==> src/rtl/membus_arbiter.sv <==
// Round-robin arbiter sharing one Membus slave port between fetch (m0) and load/store (m1).
// One outstanding transaction; request and response paths are combinational, only arbitration state is registered.
module membus_arbiter #(
    parameter int ADDR_WIDTH = 64,
    parameter int DATA_WIDTH = 64
) (
    input  logic                    clk,
    input  logic                    rst,
    input  logic                    m0_valid,
    output logic                    m0_ready,
    input  logic [ADDR_WIDTH-1:0]   m0_addr,
    input  logic                    m0_wen,
    input  logic [DATA_WIDTH-1:0]   m0_wdata,
    input  logic [DATA_WIDTH/8-1:0] m0_wmask,
    output logic                    m0_rvalid,
    output logic [DATA_WIDTH-1:0]   m0_rdata,
    input  logic                    m1_valid,
    output logic                    m1_ready,
    input  logic [ADDR_WIDTH-1:0]   m1_addr,
    input  logic                    m1_wen,
    input  logic [DATA_WIDTH-1:0]   m1_wdata,
    input  logic [DATA_WIDTH/8-1:0] m1_wmask,
    output logic                    m1_rvalid,
    output logic [DATA_WIDTH-1:0]   m1_rdata,
    output logic                    s_valid,
    input  logic                    s_ready,
    output logic [ADDR_WIDTH-1:0]   s_addr,
    output logic                    s_wen,
    output logic [DATA_WIDTH-1:0]   s_wdata,
    output logic [DATA_WIDTH/8-1:0] s_wmask,
    input  logic                    s_rvalid,
    input  logic [DATA_WIDTH-1:0]   s_rdata
);
    localparam int MASK_WIDTH = DATA_WIDTH / 8;

    logic pending_r, owner_r, last_grant_r, locked_r, lock_id_r;
    logic can_issue_s, grant_s, grant_id_s, sel_valid_s, hs_s, rsp_s;

    // Grant selection inside the issue window; a held (locked) grant never switches.
    always_comb begin
        can_issue_s = !pending_r || s_rvalid;
        grant_s     = 1'b0;
        grant_id_s  = 1'b0;
        if (can_issue_s) begin
            if (locked_r) begin
                grant_s    = 1'b1;
                grant_id_s = lock_id_r;
            end else if (m0_valid && m1_valid) begin
                grant_s    = 1'b1;
                grant_id_s = !last_grant_r;
            end else if (m0_valid || m1_valid) begin
                grant_s    = 1'b1;
                grant_id_s = m1_valid;
            end else begin
                grant_s    = 1'b0;
                grant_id_s = 1'b0;
            end
        end else begin
            grant_s    = 1'b0;
            grant_id_s = 1'b0;
        end
        sel_valid_s = grant_s && (grant_id_s ? m1_valid : m0_valid);
        hs_s        = sel_valid_s && s_ready;
        rsp_s       = s_rvalid && pending_r;
    end

    // Request forwarding and ready steering; everything is forced low while in reset.
    always_comb begin
        s_valid  = 1'b0;
        s_addr   = {ADDR_WIDTH{1'b0}};
        s_wen    = 1'b0;
        s_wdata  = {DATA_WIDTH{1'b0}};
        s_wmask  = {MASK_WIDTH{1'b0}};
        m0_ready = 1'b0;
        m1_ready = 1'b0;
        if (rst && grant_s) begin
            s_valid = sel_valid_s;
            if (grant_id_s) begin
                s_addr   = m1_addr;
                s_wen    = m1_wen;
                s_wdata  = m1_wdata;
                s_wmask  = m1_wmask;
                m1_ready = s_ready;
            end else begin
                s_addr   = m0_addr;
                s_wen    = m0_wen;
                s_wdata  = m0_wdata;
                s_wmask  = m0_wmask;
                m0_ready = s_ready;
            end
        end else begin
            s_valid = 1'b0;
        end
    end

    // Response routing to the owner of the outstanding transaction; spurious responses are dropped.
    always_comb begin
        m0_rvalid = 1'b0;
        m1_rvalid = 1'b0;
        m0_rdata  = {DATA_WIDTH{1'b0}};
        m1_rdata  = {DATA_WIDTH{1'b0}};
        if (rst && pending_r) begin
            if (owner_r) begin
                m1_rvalid = rsp_s;
                m1_rdata  = s_rdata;
            end else begin
                m0_rvalid = rsp_s;
                m0_rdata  = s_rdata;
            end
        end else begin
            m0_rvalid = 1'b0;
        end
    end

    // Arbitration state: outstanding tracking, round-robin history and held-grant lock.
    always_ff @(posedge clk or negedge rst) begin
        if (!rst) begin
            pending_r    <= 1'b0;
            owner_r      <= 1'b0;
            last_grant_r <= 1'b1;
            locked_r     <= 1'b0;
            lock_id_r    <= 1'b0;
        end else if (hs_s) begin
            pending_r    <= 1'b1;
            owner_r      <= grant_id_s;
            last_grant_r <= grant_id_s;
            locked_r     <= 1'b0;
        end else begin
            if (rsp_s) begin
                pending_r <= 1'b0;
            end
            if (sel_valid_s) begin
                locked_r  <= 1'b1;
                lock_id_r <= grant_id_s;
            end
        end
    end
endmodule

==> config.mk <==
export PLATFORM = sky130hd
export DESIGN_NAME = membus_arbiter
export DESIGN_NICKNAME = d
export VERILOG_FILES = /design/src/rtl/membus_arbiter.sv
export SDC_FILE = /design/constraint.sdc
export NUM_CORES = 1
export LEC_CHECK = 0
export ABC_AREA = 1
export BUFFER_PORTS_ARGS = -buffer_cell sky130_fd_sc_hd__buf_4
export CORE_AREA = 2 2 238 240
export DETAILED_ROUTE_END_ITERATION = 12
export DIE_AREA = 0 0 240 242
export MAX_ROUTING_LAYER = met4
export PLACE_DENSITY = 0.35
export SYNTH_ARGS = -nofsm -noshare
export SYNTH_HDL_FRONTEND = slang
export SYNTH_SLANG_ARGS = --single-unit
==> constraint.sdc <==
create_clock -name clk -period 1.55 [get_ports clk]
set_input_delay 0 -clock clk [delete_from_list [all_inputs] [get_ports clk]]
set_output_delay 0 -clock clk [all_outputs]
set_load 0.02 [all_outputs]
# After elaboration in Yosys (flattened, before gate mapping)
# Index checks and enable logic that the tools add are counted.
[totals] regBits=5 in_bits=344 out_inout_bits=270
[op_classes] muxes=34 n_bitwise=1 reduce_logical=13
[op_table] operator="two-way mux 64 bit" count=8
[op_table] operator="two-way mux 1 bit" count=24
[op_table] operator="two-way mux 8 bit" count=2
[op_table] operator="logical AND 1 bit" count=6
[op_table] operator="nonzero test 2 bit" count=2
[op_table] operator="zero test 1 bit" count=2
[op_table] operator="logical OR 1 bit" count=2
[op_table] operator="AND reduction 2 bit" count=1
[op_table] operator="inverter 1 bit" count=1

# Depth between registers and ports, before layout
[depth] depth_word=10 mapped_depth=9

# Least setup slack after synthesis
# No wires, ideal clock.
[synth_path] path_type="register -> output" start="reg last_grant_r" end="out s_addr[0]" t_arrival_ps=1512 slack_ps=38 path_stages_with_launch=9 path_cell_list="dfstp_2 nand3_1 inv_2 nor2_4 inv_2 buf_2 buf_2 nand2_1 a21oi_1"
[synth_between] elab_chain_cells=6
[synth_lines] item="from (decl)" line="36" source="logic pending_r, owner_r, last_grant_r, locked_r, lock_id_r;"
[synth_lines] item="from (signal assigned)" line="126" source="last_grant_r <= grant_id_s;"
[synth_lines] item="zero test 1 bit" line="50" source="grant_id_s = !last_grant_r;"
[synth_lines] item="two-way mux 1 bit" line="48" source="end else if (m0_valid && m1_valid) begin"
[synth_lines] item="two-way mux 1 bit" line="45" source="if (locked_r) begin"
[synth_lines] item="two-way mux 1 bit" line="44" source="if (can_issue_s) begin"
[synth_lines] item="two-way mux 64 bit" line="78" source="if (grant_id_s) begin"
[synth_lines] item="two-way mux 64 bit" line="76" source="if (rst && grant_s) begin"
[synth_lines] item="to (decl)" line="27" source="output logic [ADDR_WIDTH-1:0] s_addr,"
# No other way between the ends.

# Worst setup path in the final report
[layout_path] start="reg locked_r" end="out s_addr[10]"
[layout_between] elab_chain_cells=4
[layout_lines] item="from (decl)" line="36"
[layout_lines] item="from (signal assigned)" line="121" source="locked_r <= 1'b0;"
[layout_lines] item="from (signal assigned)" line="127" source="locked_r <= 1'b0;"
[layout_lines] item="from (signal assigned)" line="133" source="locked_r <= 1'b1;"
[layout_lines] item="two-way mux 1 bit" line="45"
[layout_lines] item="two-way mux 1 bit" line="44"
[layout_lines] item="two-way mux 64 bit or logical AND 1 bit (tied branches)" line="78, 76"
[layout_lines] item="two-way mux 64 bit *" line="76"
# Every way passes the cells marked *; elsewhere a longest branch is shown, timed or not.

==> summary.md <==
| Metric | Value |
|---|---|
| Status | complete, but fails checks |
| Failing checks | negative setup slack |
| Met2 Track Usage GR | 20.3% |
| Final setup viols | 145 |
| Non-Filler Instances | 2125 |
| Worst-skew pair later-pin latency | 230 ps |
| Slowest stage cell, crit path | dfrtp_1 |
| CTS Sinks | 5 |
| Area grow syn2layout | 255% |
| Num ports | 614 |
| GRT Max-Usage Layer | met2 |
| GR Overflow Total | 0 |
| Die height | 242 um |
| Starting Density | 5.54% |
| RD Place Congestion | 0.844 |
| Crit. End Element | primary output |
| Die width | 240 um |
| Synth Cell Area | 3090 um2 |
| Crit path from | locked_r$_DFFE_PN0P_ |
| DRT Wirelength | 32800 um |
| Post-synth top cells | 290 x nand2_1, 138 x a21oi_1, 133 x nor2_1 |
| Vias per cell | 3.38 |
| Layout filler cell count | 6317 |
| RSZ-0062 raised after global routing | yes |
| Slowest stage delay, CP | 410 ps |
| Placed Area | 9010 um2 |
| H-tree levels | 1 |
| CTS tree | yes |
| Total power | 16.1 mW |
| Worst Setup Start Kind | register |
| Peak Freq | 0.516 GHz |
| Unique masters post-synth | 18 |
| MaxCap Viol Count | 0 |
| Worst hold path startpoint | s_ready |
| Async SR Flop Fraction | 100% |
| CTS clock-pin slew for the worst setup and hold paths | 30 ps |
| Yosys top cell by area | nand2_1 |
| Cells after DPL | 2076 |
| Syn Nets | 1054 |
| Layout cell share with drive strength beyond 1 | 65.5% |
| Number of synthesized register bits | 5 |
| Gr usage total | 10.5% |
| Reg-to-Reg Start | last_grant_r$_DFFE_PN1P_ |
| Max-slew violations | 0 |
| Max VDD drop | 0.000715 V |
| CP bufs+invs | 6 |
| Tcrit/Tclk final | 125% |
| # rows | 87 |
| Post-synth EDFFs | 0 |
| Syn Area/Cell | 4.35 um2 |
| Top_reg_cell synth | dfrtp_1 |
| DRT antenna net count | 0 |
| R2R setup slack | -150 ps |
| Final setup margin | -388 ps |
| Fin area | 11000 um2 |
| CORE AREA | 55700 um2 |
| Crit path cell chain | buf_4, buf_6, buf_6, nor2_4, nand2_2, nand3_4, buf_12, buf_12, a21oi_1, buf_4 |
| Dpl ws | -223 ps |
| Critical Path RT | 1550 ps |
| CP max FO | 19 |
| Worst Tran Pin Value | 302 ps |
| Buffers on Ports | 613 |
| Ys Warns | 0 |
| DR pass1 iterations | 4 |
| Post-route minimum period | 1940 ps |
| DP HPWL | 25000 um |
| DRC viols | 0 |
| Vias in the first global route | 7325 |
| Critical setup path kind | register to primary output |
| Num CTS Buffers | 3 |
| Pwr dens | 1470 nW/um2 |
| Clk_skew | 1.07 ps |
| Total number of vias | 7176 |
| Max Root-Sink Buffers | 2 |
| Final #Nets | 1710 |
| Synth top area share | 35.3% |
| Antenna violations before repair | 4 |
| Grt met3 use | 1.77% |
| Slew margin rel. | 79.9% |
| Worst hold-check path type | input pin to register |
| Hold Fails Final Rpt | 0 |
| Lkg Pwr | 5.70 nW |
| Count leader, synth | nand2_1 |
| Cell family with most CP delay | buffers and inverters |
| First-pass GRT wire length | 44600 um |
| Cells after Synth | 710 |
| Iter 0 DRT Violations | 164 |
| CP arrival | 1940 ps |
| Largest net degree at the start of global routing | 66 |
| Die area | 58100 um2 |
| Top cells by area, synth | nand2_1 35%, a21oi_1 22%, nor2_1 16%, inv_1 8.4%, buf_6 4.0% |
| GRT met1 Usage | 10.4% |
| Register area share after synthesis | 4.09% |
| Root Buffer | clkbuf_16 |
| Routed WL per cell | 15.4 um |
==> final timing paths <==
path                       depth (start not counted)                        to
max in group asynchronous                          2  last_grant_r$_DFFE_PN1P_
setup reg to reg                                  10       owner_r$_DFFE_PN0P_
hold reg to reg                                    2  last_grant_r$_DFFE_PN1P_
min in group asynchronous                          2       owner_r$_DFFE_PN0P_
setup / recovery                                  10                s_addr[10]
hold / removal                                     3     pending_r$_DFFE_PN0P_
==> stage by stage <==
step	hold slack (ps)	utilization, %	setup TNS, ps
finish	60.3	19.7	-46350
global route	88.3	19.7	-58490
CTS	91.2	18.5	-45540
detailed placement	-168	16.2	-14580
global placement	-171	16.2	-13410
floorplan	-296	-	0
==> cell type report <==
type | instances | area, um2 | area share [%]
clock buffer | 4 | 78.8 | 0.719
tap | 756 | 946 | 8.63
timing repair inverter | 1 | 11.3 | 0.103
sequential | 5 | 126 | 1.15
timing repair buffer | 709 | 6280 | 57.2
multi-input combinational | 574 | 3220 | 29.4
inverter | 72 | 297 | 2.70
antenna | 4 | 10.0 | 0.0913
==> sequential cells by signal, summed over array words and instances (netlist names) <==
signal / count
last_grant_r: 1
lock_id_r: 1
locked_r: 1
owner_r: 1
pending_r: 1
==> metal layers <==
layer,share of wire (%),vias up
li1,-,3476
met1,36,3281
met2,54,388
met3,7.1,31
met4,2.7,0
met5,0,-
==> report_power, final <==
| group | internal [mW] | switching [mW] |
|---|---|---|
| Combinational | 7.23 | 8.17 |
| Clock | 0.342 | 0.0923 |
| Sequential | 0.201 | 0.0536 |
==> tightest hold or removal path: stages <==
cell,delay (ps)
buf_4,110
nand3_4,80
nand2_2,60
==> cell usage in the layout, fill, tap and decap left out, drive strengths merged, types with 2 or more instances in the layout <==
cell,count
diode,4
inv,72
nand2,290
nand3,7
dfrtp,4
a21oi,138
nand4,2
buf,706
nor3,2
nor2,134
clkbuf,5
==> cell families (layout without fill, tap and decap cells) <==
family | count (synthesis) | in the layout | synth area share, %
and+or+nand+nor | 436 | 436 | 54.1
AOI/OAI and AO/OA | 138 | 138 | 22.4
buffers and inverters | 131 | 786 | 19.5
DFF | 5 | 5 | 4.09
other | 0 | 4 | 0
==> timing repair <==
action                     in CTS  in global routing
setup buffers                  21                  9
cloned                         13                  1
pin swaps                      20                 20
hold buffers                    1                  0
resized for setup             183                153
setup endpoints to repair     181                147
hold endpoints to repair        5                  0
Power figures use the tool's default switching activity.
